<file path="src/rtl/conv2x2_stream_ctrl_pkg.sv">
// Shared definitions for the 2x2 convolution stream sequencer.
//   state_t : sequencer states
//   res_w() : width of a datapath window result for a given pixel width
//   cnt_w() : counter width for a modulus n, never below one bit
package conv2x2_stream_ctrl_pkg;

   typedef enum logic [2:0] {
      ST_IDLE,
      ST_LOAD_K,
      ST_STREAM,
      ST_DRAIN,
      ST_DONE
   } state_t;

   localparam int unsigned DATA_W_DEF = 8;

   function automatic int unsigned res_w(input int unsigned dw);
      return 2 * dw + 5;
   endfunction

   function automatic int unsigned cnt_w(input int unsigned n);
      return (n <= 2) ? 1 : $clog2(n);
   endfunction

endpackage

</file>
<file path="src/rtl/conv2x2_stream_ctrl_if.sv">
// Bus bundle between the sequencer and its neighbours (host, pixel source,
// convolution datapath, result sink).
//   slave  : the sequencer's view
//   master : the surrounding system's view (host/source/datapath/sink)
// Signals:
//   start                     frame request
//   kcfg_valid/ready, kcfg_w  kernel weight config {w4,w3,w2,w1}
//   s_valid/ready, s_data     raster pixel stream
//   dp_clr, dp_kload, dp_w,   datapath control, weights and pixel
//   dp_pixel, dp_result       datapath window result
//   m_valid, m_data, m_last   legal-window results with frame framing
//   busy, frame_done, err_gap status
interface conv2x2_stream_ctrl_if
   import conv2x2_stream_ctrl_pkg::*;
#(
   parameter int unsigned DATA_W = DATA_W_DEF
);
   localparam int unsigned RES_W = res_w(DATA_W);

   logic                  start;
   logic                  kcfg_valid;
   logic                  kcfg_ready;
   logic [4*DATA_W-1:0]   kcfg_w;
   logic                  s_valid;
   logic                  s_ready;
   logic [DATA_W-1:0]     s_data;
   logic                  dp_clr;
   logic                  dp_kload;
   logic [4*DATA_W-1:0]   dp_w;
   logic [DATA_W-1:0]     dp_pixel;
   logic [RES_W-1:0]      dp_result;
   logic                  m_valid;
   logic [RES_W-1:0]      m_data;
   logic                  m_last;
   logic                  busy;
   logic                  frame_done;
   logic                  err_gap;

   modport slave (
      input  start, kcfg_valid, kcfg_w, s_valid, s_data, dp_result,
      output kcfg_ready, s_ready, dp_clr, dp_kload, dp_w, dp_pixel,
             m_valid, m_data, m_last, busy, frame_done, err_gap
   );

   modport master (
      output start, kcfg_valid, kcfg_w, s_valid, s_data, dp_result,
      input  kcfg_ready, s_ready, dp_clr, dp_kload, dp_w, dp_pixel,
             m_valid, m_data, m_last, busy, frame_done, err_gap
   );

endinterface

</file>
<file path="src/rtl/conv2x2_stream_ctrl_tag_pipe.sv">
// Fixed-latency shift register carrying per-pixel window tags alongside the
// convolution datapath so each tag emerges together with its result.
//   clk, rst : clock, async active-high reset
//   clr_i    : synchronous clear of every stage
//   d_i      : tag entering this cycle
//   q_o      : tag from DEPTH cycles earlier
module conv2x2_stream_ctrl_tag_pipe #(
   parameter int unsigned DEPTH = 2,
   parameter int unsigned WIDTH = 2
) (
   input  logic             clk,
   input  logic             rst,
   input  logic             clr_i,
   input  logic [WIDTH-1:0] d_i,
   output logic [WIDTH-1:0] q_o
);

   logic [DEPTH-1:0][WIDTH-1:0] pipe_q;

   always_ff @(posedge clk or posedge rst) begin
      if (rst) begin
         pipe_q <= '0;
      end else if (clr_i) begin
         pipe_q <= '0;
      end else begin
         pipe_q[0] <= d_i;
         for (int unsigned i = 1; i < DEPTH; i++) begin
            pipe_q[i] <= pipe_q[i-1];
         end
      end
   end

   assign q_o = pipe_q[DEPTH-1];

endmodule

</file>
<file path="src/rtl/conv2x2_stream_ctrl.sv">
// Sequencer for the 2x2 convolution datapath. Takes a kernel-weight config,
// then streams one IMG_HEIGHT x IMG_WIDTH raster frame into the datapath one
// pixel per clock, and forwards only the datapath results that belong to
// complete 2x2 windows (no row wrap, no line-buffer pre-fill), marking the
// final one with m_last.
//   clk  : clock, rising edge
//   rst  : async reset, active-high
//   bus  : slave side of conv2x2_stream_ctrl_if (host config, pixel stream,
//          datapath control/result, result stream, status)
module conv2x2_stream_ctrl
   import conv2x2_stream_ctrl_pkg::*;
#(
   parameter int unsigned DATA_W     = 8,
   parameter int unsigned IMG_WIDTH  = 4,
   parameter int unsigned IMG_HEIGHT = 4,
   parameter int unsigned CONV_LAT   = 2
) (
   input  logic                        clk,
   input  logic                        rst,
   conv2x2_stream_ctrl_if.slave        bus
);

   localparam int unsigned COL_W   = cnt_w(IMG_WIDTH);
   localparam int unsigned ROW_W   = cnt_w(IMG_HEIGHT);
   localparam int unsigned DRAIN_W = cnt_w(CONV_LAT);

   state_t               state_q;
   logic [COL_W-1:0]     col_q, col_d;
   logic [ROW_W-1:0]     row_q, row_d;
   logic [DRAIN_W-1:0]   drain_q;
   logic                 kcfg_ready_q;
   logic                 s_ready_q;
   logic                 dp_clr_q;
   logic                 dp_kload_q;
   logic [4*DATA_W-1:0]  dp_w_q;
   logic                 busy_q;
   logic                 frame_done_q;
   logic                 err_gap_q;

   logic                 col_wrap, last_row, last_pix, legal;
   logic [1:0]           tag_in, tag_out;

   // Raster position bookkeeping for the pixel being driven this cycle.
   always_comb begin
      col_wrap = (col_q == COL_W'(IMG_WIDTH - 1));
      last_row = (row_q == ROW_W'(IMG_HEIGHT - 1));
      last_pix = col_wrap && last_row;
      // Pixel is the bottom-right corner of a fully populated window.
      legal    = (row_q != '0) && (col_q != '0);
      col_d    = col_wrap ? '0 : col_q + 1'b1;
      row_d    = row_q;
      if (col_wrap) begin
         row_d = last_row ? '0 : row_q + 1'b1;
      end
   end

   // Sequencer; every status/control output is registered alongside state.
   always_ff @(posedge clk or posedge rst) begin
      if (rst) begin
         state_q      <= ST_IDLE;
         col_q        <= '0;
         row_q        <= '0;
         drain_q      <= '0;
         kcfg_ready_q <= 1'b0;
         s_ready_q    <= 1'b0;
         dp_clr_q     <= 1'b0;
         dp_kload_q   <= 1'b0;
         dp_w_q       <= '0;
         busy_q       <= 1'b0;
         frame_done_q <= 1'b0;
         err_gap_q    <= 1'b0;
      end else begin
         dp_kload_q   <= 1'b0;
         frame_done_q <= 1'b0;
         unique case (state_q)
            ST_IDLE: begin
               if (bus.start) begin
                  state_q      <= ST_LOAD_K;
                  kcfg_ready_q <= 1'b1;
                  dp_clr_q     <= 1'b1;
                  busy_q       <= 1'b1;
                  err_gap_q    <= 1'b0;
               end
            end
            ST_LOAD_K: begin
               if (bus.kcfg_valid && kcfg_ready_q) begin
                  state_q      <= ST_STREAM;
                  kcfg_ready_q <= 1'b0;
                  dp_clr_q     <= 1'b0;
                  s_ready_q    <= 1'b1;
                  dp_w_q       <= bus.kcfg_w;
                  dp_kload_q   <= 1'b1;
                  col_q        <= '0;
                  row_q        <= '0;
               end
            end
            ST_STREAM: begin
               // The datapath cannot stall: a missing pixel still consumes
               // its raster slot so frame geometry is kept.
               col_q <= col_d;
               row_q <= row_d;
               if (!bus.s_valid) begin
                  err_gap_q <= 1'b1;
               end
               if (last_pix) begin
                  state_q   <= ST_DRAIN;
                  s_ready_q <= 1'b0;
                  drain_q   <= '0;
               end
            end
            ST_DRAIN: begin
               drain_q <= drain_q + 1'b1;
               if (drain_q == DRAIN_W'(CONV_LAT - 1)) begin
                  state_q      <= ST_DONE;
                  frame_done_q <= 1'b1;
               end
            end
            ST_DONE: begin
               state_q <= ST_IDLE;
               busy_q  <= 1'b0;
            end
            default: begin
               state_q <= ST_IDLE;
            end
         endcase
      end
   end

   // Tags follow the pixel through the datapath latency; zeros outside STREAM
   // so pre-fill and post-frame results are never forwarded.
   assign tag_in = (state_q == ST_STREAM) ? {last_pix, legal} : 2'b00;

   conv2x2_stream_ctrl_tag_pipe #(
      .DEPTH (CONV_LAT),
      .WIDTH (2)
   ) u_tag_pipe (
      .clk   (clk),
      .rst   (rst),
      .clr_i (dp_clr_q),
      .d_i   (tag_in),
      .q_o   (tag_out)
   );

   assign bus.dp_pixel   = ((state_q == ST_STREAM) && bus.s_valid) ? bus.s_data : '0;
   assign bus.kcfg_ready = kcfg_ready_q;
   assign bus.s_ready    = s_ready_q;
   assign bus.dp_clr     = dp_clr_q;
   assign bus.dp_kload   = dp_kload_q;
   assign bus.dp_w       = dp_w_q;
   assign bus.busy       = busy_q;
   assign bus.frame_done = frame_done_q;
   assign bus.err_gap    = err_gap_q;
   assign bus.m_valid    = tag_out[0];
   assign bus.m_last     = tag_out[1] & tag_out[0];
   assign bus.m_data     = tag_out[0] ? bus.dp_result : '0;

endmodule

</file>
<file path="src/flat_wrapper.sv">
// flat-port wrapper written by rule: the top's interface ports become plain ports
module conv2x2_stream_ctrl_flat import conv2x2_stream_ctrl_pkg::*;
#(
   parameter int unsigned DATA_W     = 8,
   parameter int unsigned IMG_WIDTH  = 4,
   parameter int unsigned IMG_HEIGHT = 4,
   parameter int unsigned CONV_LAT   = 2
)
  (clk, rst, bus_start, bus_kcfg_valid, bus_kcfg_w, bus_s_valid, bus_s_data, bus_dp_result, bus_kcfg_ready, bus_s_ready, bus_dp_clr, bus_dp_kload, bus_dp_w, bus_dp_pixel, bus_m_valid, bus_m_data, bus_m_last, bus_busy, bus_frame_done, bus_err_gap);
  conv2x2_stream_ctrl_if #(.DATA_W(DATA_W)) bus_i ();
  input  logic clk;
  input  logic rst;
  input wire logic [$bits(bus_i.start)-1:0] bus_start;
  input wire logic [$bits(bus_i.kcfg_valid)-1:0] bus_kcfg_valid;
  input wire logic [$bits(bus_i.kcfg_w)-1:0] bus_kcfg_w;
  input wire logic [$bits(bus_i.s_valid)-1:0] bus_s_valid;
  input wire logic [$bits(bus_i.s_data)-1:0] bus_s_data;
  input wire logic [$bits(bus_i.dp_result)-1:0] bus_dp_result;
  output wire logic [$bits(bus_i.kcfg_ready)-1:0] bus_kcfg_ready;
  output wire logic [$bits(bus_i.s_ready)-1:0] bus_s_ready;
  output wire logic [$bits(bus_i.dp_clr)-1:0] bus_dp_clr;
  output wire logic [$bits(bus_i.dp_kload)-1:0] bus_dp_kload;
  output wire logic [$bits(bus_i.dp_w)-1:0] bus_dp_w;
  output wire logic [$bits(bus_i.dp_pixel)-1:0] bus_dp_pixel;
  output wire logic [$bits(bus_i.m_valid)-1:0] bus_m_valid;
  output wire logic [$bits(bus_i.m_data)-1:0] bus_m_data;
  output wire logic [$bits(bus_i.m_last)-1:0] bus_m_last;
  output wire logic [$bits(bus_i.busy)-1:0] bus_busy;
  output wire logic [$bits(bus_i.frame_done)-1:0] bus_frame_done;
  output wire logic [$bits(bus_i.err_gap)-1:0] bus_err_gap;
  assign bus_i.start = bus_start;
  assign bus_i.kcfg_valid = bus_kcfg_valid;
  assign bus_i.kcfg_w = bus_kcfg_w;
  assign bus_i.s_valid = bus_s_valid;
  assign bus_i.s_data = bus_s_data;
  assign bus_i.dp_result = bus_dp_result;
  assign bus_kcfg_ready = bus_i.kcfg_ready;
  assign bus_s_ready = bus_i.s_ready;
  assign bus_dp_clr = bus_i.dp_clr;
  assign bus_dp_kload = bus_i.dp_kload;
  assign bus_dp_w = bus_i.dp_w;
  assign bus_dp_pixel = bus_i.dp_pixel;
  assign bus_m_valid = bus_i.m_valid;
  assign bus_m_data = bus_i.m_data;
  assign bus_m_last = bus_i.m_last;
  assign bus_busy = bus_i.busy;
  assign bus_frame_done = bus_i.frame_done;
  assign bus_err_gap = bus_i.err_gap;
  conv2x2_stream_ctrl #(.DATA_W(DATA_W), .IMG_WIDTH(IMG_WIDTH), .IMG_HEIGHT(IMG_HEIGHT), .CONV_LAT(CONV_LAT)) u_core (.clk(clk), .rst(rst), .bus(bus_i));
endmodule
</file>
<file path="config.mk">
export PLATFORM = sky130hd
export DESIGN_NAME = conv2x2_stream_ctrl_flat
export DESIGN_NICKNAME = d
export VERILOG_FILES = /design/src/rtl/conv2x2_stream_ctrl_pkg.sv /design/src/rtl/conv2x2_stream_ctrl_if.sv /design/src/rtl/conv2x2_stream_ctrl_tag_pipe.sv /design/src/rtl/conv2x2_stream_ctrl.sv /design/src/flat_wrapper.sv
export SDC_FILE = /design/constraint.sdc
export NUM_CORES = 1
export LEC_CHECK = 0
export CORE_MARGIN = 10
export CORE_UTILIZATION = 30
export CTS_CLUSTER_DIAMETER = 40
export DETAILED_ROUTE_END_ITERATION = 6
export PLACE_DENSITY = 0.61
export SYNTH_ARGS = -nofsm -noshare
export SYNTH_HDL_FRONTEND = slang
export SYNTH_SLANG_ARGS = --single-unit
</file>
<file path="constraint.sdc">
create_clock -name clk -period 2.2 [get_ports clk]
set_input_delay 0.22 -clock clk [delete_from_list [all_inputs] [get_ports clk]]
set_output_delay 0.22 -clock clk [all_outputs]
set_load 0.01 [all_outputs]
</file>
==> results of run 1 <==
[logic make-up (layout without fill, tap and decap cells)]
logic type	count (synthesis)	count (layout)	share of synthesized area
fa+ha+maj	4	4	0.0207
buf+inv	19	155	0.0622
flops	50	50	0.518
simple gates	60	60	0.159
mux	32	32	0.191
compound gates	19	19	0.0487
[worst min-delay path by stage]
stage,from,end
after floorplan,bus_kcfg_w[10],u_core.bus.dp_w[10]
after global placement,u_core.u_tag_pipe.pipe_q[1],u_core.u_tag_pipe.q_o[1]
after detailed placement,u_core.u_tag_pipe.pipe_q[0],u_core.u_tag_pipe.q_o[0]
after CTS,rst,u_core.bus.dp_w[17]
after global routing,rst,u_core.bus.dp_w[17]
final,rst,u_core.bus.dp_w[8]
[layout make-up]
class	instances	area, µm²
fillers	727	3840
repair buffers	139	1400
flip-flops and latches	50	1250
multi-input cells	115	1020
well taps	102	128
clock buffers	5	68.8
inverters	8	37.5
clock inverters	3	21.3
[per-stage QoR]
stage	instances	hold WS, ns	area, µm²
finish	422	0.244	3930
global route	422	0.289	3930
CTS	422	0.255	3910
detailed placement	414	0.454	3820
global placement	414	0.446	3820
floorplan	184	0.368	2410
[routing by layer]
layer	routed length, µm	up-vias
li1	-	890
met1	2720	861
met2	3090	86
met3	781	5
met4	44	0
met5	0	-
[flip-flops by register name (all words and copies together) (netlist names), 2 cells and up]
signal,count
u_core.row_q,2
u_core.bus.dp_w,32
u_core.state_q,3
u_core.col_q,2
u_core.u_tag_pipe.pipe_q,2
u_core.u_tag_pipe.q_o,2
[repair_timing]
action,CTS,global route
setup endpoints to repair,0,8
buffers inserted,0,0
gates resized for setup,0,5
[power groups by stage]
stage               sequential (µW)  combinational [µW]  clock (µW)
finish                         1590                2170         544
detailed placement             1590                2200           0
global route                   1660                2350         609
floorplan                      1720                1090           0
global placement               1590                2170           0
CTS                            1590                2200         574
[placed cells by master (no fill, tap or decap), types with 2 or more instances in the layout]
master and count:
nor3_1 2, nand2_1 10, ha_1 4, a31o_2 2, nor2_1 3, mux2_4 27, clkdlybuf4s50_1 134, and3_1 8
dfrtp_1 49, o31ai_1 3, and2_1 22, nor2b_1 3, o21ai_0 6, a21oi_1 6, inv_1 6, buf_6 2
nand2b_1 3, clkbuf_8 5, mux2_2 5
[critical path, stage by stage (launching register included)]
cell,delay (ns)
dfrtp_2,0.50
nor3b_4,0.20
buf_6,0.16
and3_1,0.16
clkdlybuf4s50_1,0.55
==> run_results.csv, run 1 <==
group,metric,value,unit
yosys,synth_warnings,0,
critical_path,path_class,"reg -> out",
routing,vias,1842,
yosys,ys_seq_elements,50,
routing,viasPerCell,4.36,
pwr,power.total,4300,µW
routing,drt_iter0_drc,35,
pwr,pwr-share-seq,0.370,
global_route,grt.met1_usage,0.128,
global_route,grtUsageTotal,0.108,
clock_network,clockBufferDepth,2,
yosys,yosysSeqAreaShare,0.518,
yosys,synth.net_count,254,
yosys,synth_top_area_frac,0.518,
sta,finalCritPeriodShare,0.950,
pwr,ir_worst_vdd,0.500,mV
critical_path,timing.rr.start,"u_core.state_q[1]",
clock_network,worst_skew_pair.late_latency,0.31,ns
critical_path,crit_end,"bus_dp_pixel[3]",
sta,fin_tns_setup,0,ns
global_route,grt_overflow,0,
yosys,synth_commonest_cells,"50 x dfrtp_1, 27 x mux2_4, 22 x and2_1, 10 x nand2_1, 8 x and3_1",
clock_network,cts_tree,"done",
critical_path,path_max_fanout,12,
flow_run,maxCapViolations,0,
sta,max_freq,478,MHz
pwr,power.density,1090,nW/µm²
clock_network,clock-sinks,50,
floorplan,die_area,12000,µm²
yosys,syn_avg_cell_area,13.1,µm²
sta,hold_violations,0,
sta,tightest_slew,0.476,ns
sta,final.setup.worst_slack,0.110,ns
floorplan,initial_utilization,0.311,
critical_path,arrival,1.87,ns
yosys,synth_area_leaders,"dfrtp_1 52%, mux2_4 17%, and2_1 5.7%",
pwr,clkPwrFrac,0.127,
cells_and_area,finalNetCount,389,
cells_and_area,area_growth,62.8,%
pwr,p_leak,0.00169,µW
status,outcome,"finished clean",
routing,drc,0,
clock_network,h-tree-depth,2,
cells_and_area,drive_gt1_frac,0.169,
yosys,synthCells,184,
floorplan,dieHeight,110,µm
sta,skew,0.0113,ns
hold_path,hold_path.class,"in -> async",
global_route,grt_pass1_vias,1962,
global_route,grt_pass1_wl,10300,µm
sta,finalMaxSlewViolations,0,
critical_path,required,1.98,ns
routing,postRouteAntennaNets,0,
yosys,synth.most_common_cell,"dfrtp_1",
floorplan,die_x,110,µm
yosys,synth_edf_count,0,
global_route,grt_util_met2,0.175,
global_route,use_met3,0.0527,
global_route,antenna_found_initial,0,
sta,finalCriticalPeriod,2.09,ns
cells_and_area,fin_util,0.506,
sta,rsz0062_at_grt,"no",
cells_and_area,antenna_cells,0,
floorplan,rows,32,
placed_design,port_buffers,135,
yosys,yosys.area.top_type,"dfrtp_1",
floorplan,io_pins,136,
critical_path,r2r_cells,5,
sta,max_slew_margin,0.683,
critical_path,ff2ff_setup_slack,0.56,ns
floorplan,coreArea,7770,µm²
pwr,comb_power_share,0.504,
yosys,synth-async-reset-ratio,1.00,
clock_network,clk_pin_slew,0.10,ns
clock_network,cts_buffers,5,
global_route,grt_busiest_layer,"met2",
placed_design,dpl.hpwl,5230,µm
global_route,grt_max_degree,36,
routing,drt_wl_total,6630,µm
critical_path,worstSetupStartpoint,"u_core.state_q[2]",
clock_network,cts_root_buf,"clkbuf_8",
placed_design,dp_slack,0.373,ns
routing,routedWlPerCell,15.7,µm
pwr,p_int,2910,µW
routing,dr.pass1.iters,4,
yosys,ys_types,34,
sta,setup_viol,0,
clock_network,holdBufCountCts,0,
pwr,swShare,0.322,
yosys,synthesis.area,2410,µm²
pwr,p_sw,1380,µW
critical_path,r2r_end,"u_core.bus.dp_w[29]",
yosys,ys.flop_type,"dfrtp_1",
critical_path,cp-start-kind,"flip-flop",
placed_design,gp_congestion,0.764,
critical_path,end_kind,"primary output",
(Power assumes the default switching activity.)
==> run 2, diff against run 1 <==
--- a/config.mk
+++ b/config.mk
@@ -5,11 +5,12 @@
 export SDC_FILE = /design/constraint.sdc
 export NUM_CORES = 1
 export LEC_CHECK = 0
+export ABC_CLOCK_PERIOD_IN_PS = 1800
 export CORE_MARGIN = 10
 export CORE_UTILIZATION = 30
 export CTS_CLUSTER_DIAMETER = 40
 export DETAILED_ROUTE_END_ITERATION = 6
-export PLACE_DENSITY = 0.61
+export PLACE_DENSITY = 0.64
 export SYNTH_ARGS = -nofsm -noshare
 export SYNTH_HDL_FRONTEND = slang
 export SYNTH_SLANG_ARGS = --single-unit
==> constraint.sdc (replaced) <==
create_clock -name clk -period 1.8 [get_ports clk]
set_input_delay 0.18 -clock clk [delete_from_list [all_inputs] [get_ports clk]]
set_output_delay 0.18 -clock clk [all_outputs]
set_load 0.01 [all_outputs]
==> run_results.csv, run 2 (synthesized netlist as in run 1, its figures left out) <==
group,metric,value,unit
routing,drt_iter0_drc,35,
cells_and_area,area_growth,64.1,%
clock_network,cts_tree,"done",
clock_network,worst_skew_pair.late_latency,0.30,ns
placed_design,port_buffers,135,
critical_path,arrival,1.53,ns
clock_network,cts_buffers,5,
global_route,grt_busiest_layer,"met2",
pwr,power.density,1330,nW/µm²
sta,hold_violations,0,
routing,dr.pass1.iters,4,
critical_path,r2r_cells,5,
floorplan,coreArea,7770,µm²
pwr,p_leak,0.00175,µW
sta,max_freq,586,MHz
pwr,ir_worst_vdd,0.588,mV
critical_path,r2r_end,"u_core.bus.dp_w[31]",
critical_path,path_class,"reg -> out",
floorplan,die_x,110,µm
global_route,use_met3,0.0538,
global_route,grt_util_met2,0.179,
cells_and_area,finalNetCount,397,
pwr,comb_power_share,0.517,
cells_and_area,largest_reg_flops,32,
pwr,clkPwrFrac,0.125,
pwr,p_int,3580,µW
status,outcome,"finished clean",
clock_network,holdBufCountCts,0,
cells_and_area,stdcell_count,430,
hold_path,hold_path.class,"in -> async",
routing,postRouteAntennaNets,0,
global_route,grtUsageTotal,0.106,
critical_path,end_kind,"primary output",
sta,finalCriticalPeriod,1.71,ns
placed_design,dpl.hpwl,5210,µm
cells_and_area,multiInputGateArea,1010,µm²
sta,setup_viol,0,
critical_path,path_max_fanout,11,
global_route,antenna_found_initial,0,
sta,finalCritPeriodShare,0.948,
placed_design,gp_congestion,0.800,
global_route,grt_max_degree,51,
critical_path,crit_chain,"buf_2, and2_1, clkdlybuf4s50_1",
critical_path,worstSetupStartpoint,"u_core.u_tag_pipe.q_o[0]",
routing,routedWlPerCell,15.6,µm
critical_path,ff2ff_setup_slack,0.19,ns
cells_and_area,regArea,1250,µm²
placed_design,dp.cells,419,
floorplan,die_area,12000,µm²
flow_run,maxCapViolations,0,
global_route,grt_overflow,0,
sta,fin_tns_setup,0,ns
routing,drt_wl_total,6690,µm
floorplan,dieHeight,110,µm
cells_and_area,drive_gt1_frac,0.189,
critical_path,required,1.62,ns
global_route,grt.met1_usage,0.116,
routing,drc,0,
global_route,grt_pass1_wl,10200,µm
critical_path,crit_slowest_cell,"clkdlybuf4s50_1",
pwr,pwr-share-seq,0.358,
clock_network,clock-sinks,50,
clock_network,clockBufferDepth,2,
global_route,grt_pass1_vias,1977,
cells_and_area,antenna_cells,0,
floorplan,rows,32,
pwr,swShare,0.321,
cells_and_area,layout_common_cells,"127 x clkdlybuf4s50_1, 49 x dfrtp_1, 27 x mux2_4, 22 x and2_1",
critical_path,slowest_delay,0.53,ns
routing,viasPerCell,4.45,
clock_network,clk_pin_slew,0.10,ns
sta,finalMaxSlewViolations,0,
sta,rsz0062_at_grt,"no",
floorplan,initial_utilization,0.311,
critical_path,timing.rr.start,"u_core.state_q[2]",
clock_network,h-tree-depth,2,
clock_network,cts_root_buf,"clkbuf_8",
cells_and_area,fill_cells,721,
routing,vias,1912,
critical_path,crit_end,"bus_m_data[8]",
sta,tightest_slew,0.323,ns
sta,max_slew_margin,0.784,
cells_and_area,final_common_cell,"clkdlybuf4s50_1",
pwr,p_sw,1690,µW
sta,skew,0.00715,ns
floorplan,io_pins,136,
critical_path,cp-start-kind,"flip-flop",
[run 2: changes by cell type in the layout (fill, tap and decap cells not counted)]
cell / delta
buf_4: +9
dlygate4sd2_1: +8
clkdlybuf4s50_1: -7
buf_6: -2
buf_2: +1
dlymetal6s2s_1: -1
nor3b_2: +1
nor3b_4: -1
[run 2: worst min path at each step]
stage | from | to | slack [ns] | cells past startpoint
after floorplan | bus_kcfg_w[10] | u_core.bus.dp_w[10] | 0.33 | 1
after global placement | u_core.u_tag_pipe.pipe_q[1] | u_core.u_tag_pipe.q_o[1] | 0.44 | 1
after detailed placement | u_core.u_tag_pipe.pipe_q[1] | u_core.u_tag_pipe.q_o[1] | 0.45 | 1
after CTS | rst | u_core.bus.dp_w[18] | 0.23 | 3
after global routing | rst | u_core.bus.dp_w[24] | 0.23 | 3
final | rst | u_core.bus.dp_w[24] | 0.23 | 3
[run 2: routing by layer]
metal | vias up | wire [µm]
met4 | 0 | 46
li1 | 908 | -
met3 | 4 | 900
met2 | 91 | 3200
met5 | - | 0
met1 | 909 | 2540
[run 2: through the flow]
stage / power, µW / util / area [µm²] / worst slack, ns / hold WS, ns
after global routing: 5670 / 0.510 / 3960 / 0.00832 / 0.234
after floorplan: 3430 / - / 2410 / 0.341 / 0.328
after detailed placement: 4690 / 0.497 / 3860 / 0.106 / 0.451
final: 5270 / 0.510 / 3960 / 0.0931 / 0.225
after global placement: 4650 / 0.497 / 3860 / 0.127 / 0.444
after CTS: 5380 / 0.509 / 3950 / 0.0333 / 0.232
[run 2: final cells by class]
type / count / area share
Tap cell: 102 / 0.0322
Clock inverter: 3 / 0.00537
Timing Repair Buffer: 147 / 0.364
Multi-Input combinational cell: 115 / 0.256
Clock buffer: 5 / 0.0174
Inverter: 8 / 0.00947
Sequential cell: 50 / 0.316
[run 2: timing repair]
item / in CTS / in global routing
endpoints found under the setup margin: 30 / 22
buffers inserted: 1 / 2
pin swaps: 1 / 1
resized for setup: 9 / 0
[run 2: worst max-delay path, delay by kind of cell, from the launching register on]
kind | cells | cell delay [ns]
buffers and inverters | 2 | 0.71
flip-flops | 1 | 0.36
AND/OR/NAND/NOR | 1 | 0.15
[run 2: power by group through the flow]
stage / registers (µW) / clock network [µW] / logic, µW
6_report: 1890 / 660 / 2720
5_1_grt: 1970 / 754 / 2950
4_1_cts: 1900 / 699 / 2790
3_5_place_dp: 1910 / 0 / 2780
3_3_place_gp: 1900 / 0 / 2750
2_1_floorplan: 2100 / 0 / 1330
==> run 3, diff against run 2 <==
--- a/config.mk
+++ b/config.mk
@@ -7,10 +7,10 @@
 export LEC_CHECK = 0
 export ABC_CLOCK_PERIOD_IN_PS = 1800
 export CORE_MARGIN = 10
-export CORE_UTILIZATION = 30
+export CORE_UTILIZATION = 35
 export CTS_CLUSTER_DIAMETER = 40
 export DETAILED_ROUTE_END_ITERATION = 6
-export PLACE_DENSITY = 0.64
+export PLACE_DENSITY = 0.73
 export SYNTH_ARGS = -nofsm -noshare
 export SYNTH_HDL_FRONTEND = slang
 export SYNTH_SLANG_ARGS = --single-unit
==> run_results.csv, run 3 (synthesized netlist as in run 1, its figures left out) <==
group,metric,value,unit
flow_run,maxCapViolations,0,
critical_path,required,1.62,ns
clock_network,clock-sinks,50,
clock_network,holdBufCountCts,0,
clock_network,h-tree-depth,2,
global_route,grt_max_degree,51,
cells_and_area,antenna_cells,0,
sta,max_slew_margin,0.772,
sta,tightest_slew,0.343,ns
routing,drt_iter0_drc,39,
sta,skew,0.00664,ns
sta,finalCriticalPeriod,1.71,ns
sta,setup_viol,0,
critical_path,ff2ff_setup_slack,0.14,ns
pwr,power.density,1350,nW/µm²
global_route,grt_pass1_vias,1981,
floorplan,die_x,103,µm
global_route,grt_overflow,0,
critical_path,path_class,"reg -> out",
cells_and_area,finalNetCount,393,
cells_and_area,area_growth,61.9,%
pwr,swShare,0.317,
global_route,grt_pass1_wl,9910,µm
placed_design,gp_congestion,0.723,
floorplan,dieHeight,103,µm
pwr,p_leak,0.00173,µW
routing,dr.pass1.iters,4,
sta,rsz0062_at_grt,"no",
pwr,p_sw,1670,µW
routing,vias,1899,
clock_network,cts_buffers,5,
clock_network,cts_root_buf,"clkbuf_8",
sta,hold_violations,0,
placed_design,port_buffers,135,
floorplan,coreArea,6760,µm²
sta,max_freq,586,MHz
placed_design,dpl.hpwl,5170,µm
clock_network,clk_pin_slew,0.09,ns
sta,finalCritPeriodShare,0.947,
routing,viasPerCell,4.70,
pwr,p_int,3610,µW
sta,finalMaxSlewViolations,0,
clock_network,worst_skew_pair.late_latency,0.30,ns
pwr,clkPwrFrac,0.125,
placed_design,dpl_cell_area,3820,µm²
routing,postRouteAntennaNets,0,
routing,routedWlPerCell,16.2,µm
floorplan,die_area,10600,µm²
global_route,antenna_found_initial,0,
critical_path,end_kind,"primary output",
cells_and_area,layout_common_cells,"127 x clkdlybuf4s50_1, 49 x dfrtp_1, 27 x mux2_4, 22 x and2_1, 10 x nand2_1",
pwr,comb_power_share,0.514,
cells_and_area,largest_reg_flops,32,
cells_and_area,stdcell_area,3910,µm²
sta,fin_tns_setup,0,ns
floorplan,initial_utilization,0.357,
pwr,pwr-share-seq,0.361,
global_route,grtUsageTotal,0.117,
routing,drt_wl_total,6560,µm
routing,drc,0,
cells_and_area,drive_gt1_frac,0.176,
cells_and_area,final_common_cell,"clkdlybuf4s50_1",
critical_path,path_max_fanout,23,
critical_path,cp-start-kind,"flip-flop",
clock_network,cts_tree,"done",
hold_path,hold_path.class,"in -> async",
status,outcome,"finished clean",
floorplan,rows,30,
clock_network,clockBufferDepth,2,
sta,holdWs,0.250,ns
pwr,ir_worst_vdd,0.785,mV
floorplan,io_pins,136,
critical_path,arrival,1.53,ns
[run 3: critical path: stages (launching register included)]
cell and delay, ns:
dfrtp_2 0.51, and2_1 0.18, clkdlybuf4s50_1 0.54
[run 3: path summary, 6_finish.rpt]
kind / startpoint / end / cells after the start
max reg2reg: u_core.state_q[1] / u_core.bus.dp_w[0] / 5
max in group asynchronous: rst / u_core.u_tag_pipe.q_o[0] / 3
min reg2reg: u_core.u_tag_pipe.pipe_q[0] / u_core.u_tag_pipe.q_o[0] / 1
min in group clk: u_core.u_tag_pipe.pipe_q[0] / u_core.u_tag_pipe.q_o[0] / 1
min: rst / u_core.u_tag_pipe.pipe_q[0] / 3
max: u_core.u_tag_pipe.q_o[0] / bus_m_data[2] / 2
[run 3: final cells by class]
cell class | instances | area (µm²)
timing repair buffer | 143 | 1410
fill | 561 | 2850
multi-input combinational | 115 | 1010
inverter | 8 | 37.5
clock buffer | 7 | 86.3
tap | 80 | 100
clock inverter | 1 | 5.00
sequential | 50 | 1250
[run 3: metal layers]
| layer | GRT usage | part of all wire |
|---|---|---|
| met5 | 0 | 0 |
| met4 | 0.0289 | 0.010 |
| met3 | 0.0543 | 0.12 |
| met2 | 0.202 | 0.47 |
| met1 | 0.126 | 0.40 |
[run 3: timing repair]
item | in CTS | in global routing
endpoints found under the hold margin | 0 | 0
endpoints found under the setup margin | 30 | 0
resized for setup | 9 | 0
setup buffers | 1 | 0
[run 3: stage by stage]
stage | worst slack (ns) | power, µW | cells | util
5_1_grt | 0.00555 | 5620 | 404 | 0.579
6_report | 0.0948 | 5280 | 404 | 0.579
3_5_place_dp | 0.0912 | 4680 | 395 | 0.565
3_3_place_gp | 0.127 | 4610 | 395 | 0.565
4_1_cts | 0.0582 | 5380 | 404 | 0.579
2_1_floorplan | 0.341 | 3430 | 184 | -
[run 3: power groups by stage]
stage | clock network [µW] | logic [µW] | registers [µW]
final | 660 | 2710 | 1910
after floorplan | 0 | 1330 | 2100
after global routing | 719 | 2930 | 1970
after global placement | 0 | 2710 | 1900
after detailed placement | 0 | 2770 | 1910
after CTS | 690 | 2770 | 1910
